### src/rtl/mux3_pkg.sv
// Shared constants and word type for the mux3 selector.
package mux3_pkg;

   localparam int MUX3_WIDTH = 16;
   localparam int MUX3_SEL_W = 3;
   localparam int MUX3_N     = 2 ** MUX3_SEL_W;

   typedef logic [MUX3_WIDTH-1:0] mux3_word_t;

endpackage : mux3_pkg

### src/rtl/mux3_dec.sv
// Binary-to-one-hot decoder for the mux3 select input; purely combinational.
import mux3_pkg::*;

module mux3_dec #(
   parameter int SEL_W = MUX3_SEL_W,
   parameter int N     = 2 ** SEL_W
) (
   input  logic [SEL_W-1:0] sel,
   output logic [N-1:0]     onehot
);

   always_comb begin
      onehot = '0;
      for (int i = 0; i < N; i++) begin
         onehot[i] = (sel == SEL_W'(i));
      end
   end

endmodule : mux3_dec

### src/rtl/mux3.sv
// N-to-1 word selector built as AND-OR over a one-hot decode of sel.
// Define MUX3_REG_OUT_EN to register out (one-cycle latency, async reset to 0).
import mux3_pkg::*;

module mux3 #(
   parameter int WIDTH = MUX3_WIDTH,
   parameter int SEL_W = MUX3_SEL_W,
   parameter int N     = 2 ** SEL_W
) (
   input  logic                     clk,
   input  logic                     rst_n,
   input  logic [N-1:0][WIDTH-1:0]  in,
   input  logic [SEL_W-1:0]         sel,
   output logic [WIDTH-1:0]         out
);

   logic [N-1:0]     onehot;
   logic [WIDTH-1:0] sel_word;

   mux3_dec #(
      .SEL_W (SEL_W),
      .N     (N)
   ) u_dec (
      .sel    (sel),
      .onehot (onehot)
   );

   // Each word is gated by its decode bit; only one bit is ever high.
   always_comb begin
      sel_word = '0;
      for (int i = 0; i < N; i++) begin
         sel_word = sel_word | (in[i] & {WIDTH{onehot[i]}});
      end
   end

`ifdef MUX3_REG_OUT_EN
   always_ff @(posedge clk or negedge rst_n) begin
      if (!rst_n) begin
         out <= '0;
      end else begin
         out <= sel_word;
      end
   end
`else
   // Clock and reset stay on the port list so both builds share one interface.
   logic unused_clk_rst;
   assign unused_clk_rst = clk & rst_n;
   assign out = sel_word;
`endif

endmodule : mux3

### config.mk
export PLATFORM = sky130hd
export DESIGN_NAME = mux3
export DESIGN_NICKNAME = d
export VERILOG_FILES = /design/src/rtl/mux3_pkg.sv /design/src/rtl/mux3_dec.sv /design/src/rtl/mux3.sv
export SDC_FILE = /design/constraint.sdc
export NUM_CORES = 1
export LEC_CHECK = 0
export CORE_MARGIN = 2
export CORE_UTILIZATION = 26
export DETAILED_ROUTE_END_ITERATION = 7
export PLACE_DENSITY = 0.91
export SYNTH_ARGS = -nofsm -noshare
export SYNTH_HDL_FRONTEND = slang
export SYNTH_SLANG_ARGS = --single-unit
### constraint.sdc
create_clock -name vclk -period 1.8
set_input_delay 0.27 -clock vclk [all_inputs]
set_output_delay 0.27 -clock vclk [all_outputs]
set_load 0.005 [all_outputs]
==> impl_metrics.json <==
{
  "relSlewSlack_pct": 89.55,
  "synthCells": 57,
  "min_period_over_period_pct": 99.17,
  "clkbuf_count": 0,
  "wl_per_cell_um": 21.03,
  "p_seq_share_pct": 0,
  "die_area_mm2": 0.004649,
  "n_antenna_cell": 0,
  "drc": 0,
  "status": "finished, final reports clean",
  "cpLargestDelayFamily": "multiplexers",
  "grt_antenna_before_repair": 0,
  "post_cts_buffers": 0,
  "critPathKind": "input port to output pin",
  "final.setup.tns_ns": 0,
  "pwr-share-clk_pct": 0,
  "die_x_um": 68.18,
  "critPathSlowestCell": "mux4_2",
  "finalHoldViolCount": 0,
  "synth_seq_area_share_pct": 0,
  "io_pins": 149,
  "min_from": "in[104]",
  "rows": 23,
  "start_util_pct": 26.97,
  "maxSlewViolCount": 0,
  "avgViaCountPerCell": 5.185,
  "combPwrFrac_pct": 100.0,
  "cp-end-kind": "output pin",
  "ys_types": 7,
  "fin_util_pct": 67.86,
  "seq_cells": 0,
  "portBuffers": 147,
  "dr.pass1.iters": 4,
  "cellPowerDensity_mw_per_mm2": 238.6,
  "power_switching_mw": 0.1794,
  "p_leak_nw": 1.502,
  "grt-ovfl-total": 0,
  "critPathMaxStageDelay_ns": 0.45,
  "crit_fanout": 1,
  "rsz0062_at_grt": "false",
  "internal_power_mw": 0.4636,
  "setup_viol": 0,
  "drive_above_1_share_pct": 36.76,
  "routed_wl_um": 5342,
  "drtIter0Drc": 47,
  "hold_class": "input port to output pin",
  "ys_warn_count": 0,
  "die_y_um": 68.18,
  "p_sw_share_pct": 27.90,
  "required_ns": 1.53,
  "path_buf_inv": 2,
  "core_mm2": 0.003971,
  "worst_pin_slew_ns": 0.1562,
  "vdd_drop_max_mv": 0.1188,
  "dp_hpwl_um": 4186,
  "hold_end": "out[8]",
  "start_kind": "input port",
  "grt_max_degree": 17,
  "grt_pass1_vias": 1454,
  "place_congestion": 0.7245,
  "period_minus_slack_ns": 1.785,
  "final_nets": 339,
  "whs_path_depth": 4,
  "clock.fmax_ghz": 0.5602,
  "p_total_mw": 0.6429,
  "ant_nets": 0,
  "grt_util_all_layers_pct": 21.81,
  "synth_area_mm2": 0.001071,
  "grt_pass1_wl_um": 7389,
  "synth.avg_cell_area_um2": 18.79,
  "cp.arrival_ns": 1.52,
  "area_growth_syn_to_layout_pct": 151.6,
  "final-seq-area_um2": 0,
  "cap_viol_max_count": 0,
  "synth_fp_nets": 190,
  "via_count": 1317,
  "path_cells": "clkdlybuf4s50_1 -> mux4_2 -> mux2_4 -> buf_6"
}
## metal layers
layer | track usage, % | part of all wire [%] | vias up | wire, µm
li1 | - | - | 571 | -
met1 | 25.85 | 33 | 657 | 1758
met2 | 43.20 | 58 | 85 | 3116
met3 | 2.961 | 7.6 | 4 | 404
met4 | 1.000 | 1.2 | 0 | 62
met5 | 0 | 0 | - | 0
## synth_stat cells (all sizes together)
library cell | number | area (µm²)
mux4 | 32 | 825.8
mux2 | 16 | 180.2
clkbuf | 3 | 12.51
buf | 6 | 52.55
## layout make-up
class,count,area [µm²]
Tap cell,50,62.56
Timing Repair Buffer,156,1672
Fill cell,335,1276
Multi-Input combinational cell,48,960.9
## power by group through the flow
stage | clock network [mW] | logic [mW] | registers [mW]
after floorplan | 0 | 0.208 | 0
after global placement | 0 | 0.604 | 0
after detailed placement | 0 | 0.623 | 0
after CTS | 0 | 0.650 | 0
after global routing | 0 | 0.681 | 0
final | 0 | 0.643 | 0
## layout by cell type, fill, tap and decap left out
master,count
buf_8,1
buf_16,2
dlymetal6s2s_1,39
clkdlybuf4s50_1,8
buf_12,4
mux2_4,16
dlygate4sd2_1,82
clkdlybuf4s15_2,1
buf_6,17
clkbuf_16,1
buf_4,1
mux4_2,32
## worst max-delay path by stage
| stage | from | end | slack, ns | cells after the start |
|---|---|---|---|---|
| 2_1_floorplan | sel[0] | out[1] | 0.21 | 4 |
| 3_3_place_gp | sel[2] | out[2] | -0.54 | 5 |
| 3_5_place_dp | sel[2] | out[10] | -0.55 | 5 |
| 4_1_cts | in[11] | out[11] | 0.001 | 4 |
| 5_1_grt | in[105] | out[9] | 0.001 | 4 |
| 6_report | in[57] | out[9] | 0.01 | 4 |
## what timing repair did
| item | CTS | global route |
|---|---|---|
| endpoints found under the setup margin | 16 | 16 |
| gates cloned | 2 | 1 |
| hold buffers | 0 | 0 |
| gates resized for setup | 214 | 43 |
## logic make-up after synthesis
logic type	share of synthesized area, %
buffers and inverters	6.075
multiplexers	93.93
## through the flow
step | hold WS, ns | cell area (µm²) | instances | setup slack [ns]
global placement | 1.684 | 2618 | 251 | -0.5399
floorplan | 0.7946 | 1071 | 57 | 0.2090
detailed placement | 1.691 | 2618 | 251 | -0.5527
finish | 1.063 | 2695 | 254 | 0.01488
CTS | 1.182 | 2554 | 253 | 0.001380
global route | 1.081 | 2695 | 254 | 0.001307
## worst min-delay path, stage by stage
cell and delay, ns:
dlymetal6s2s_1 0.08, mux4_2 0.22, mux2_4 0.14, buf_6 0.08
Note: power is estimated with default switching activity, not from simulation.
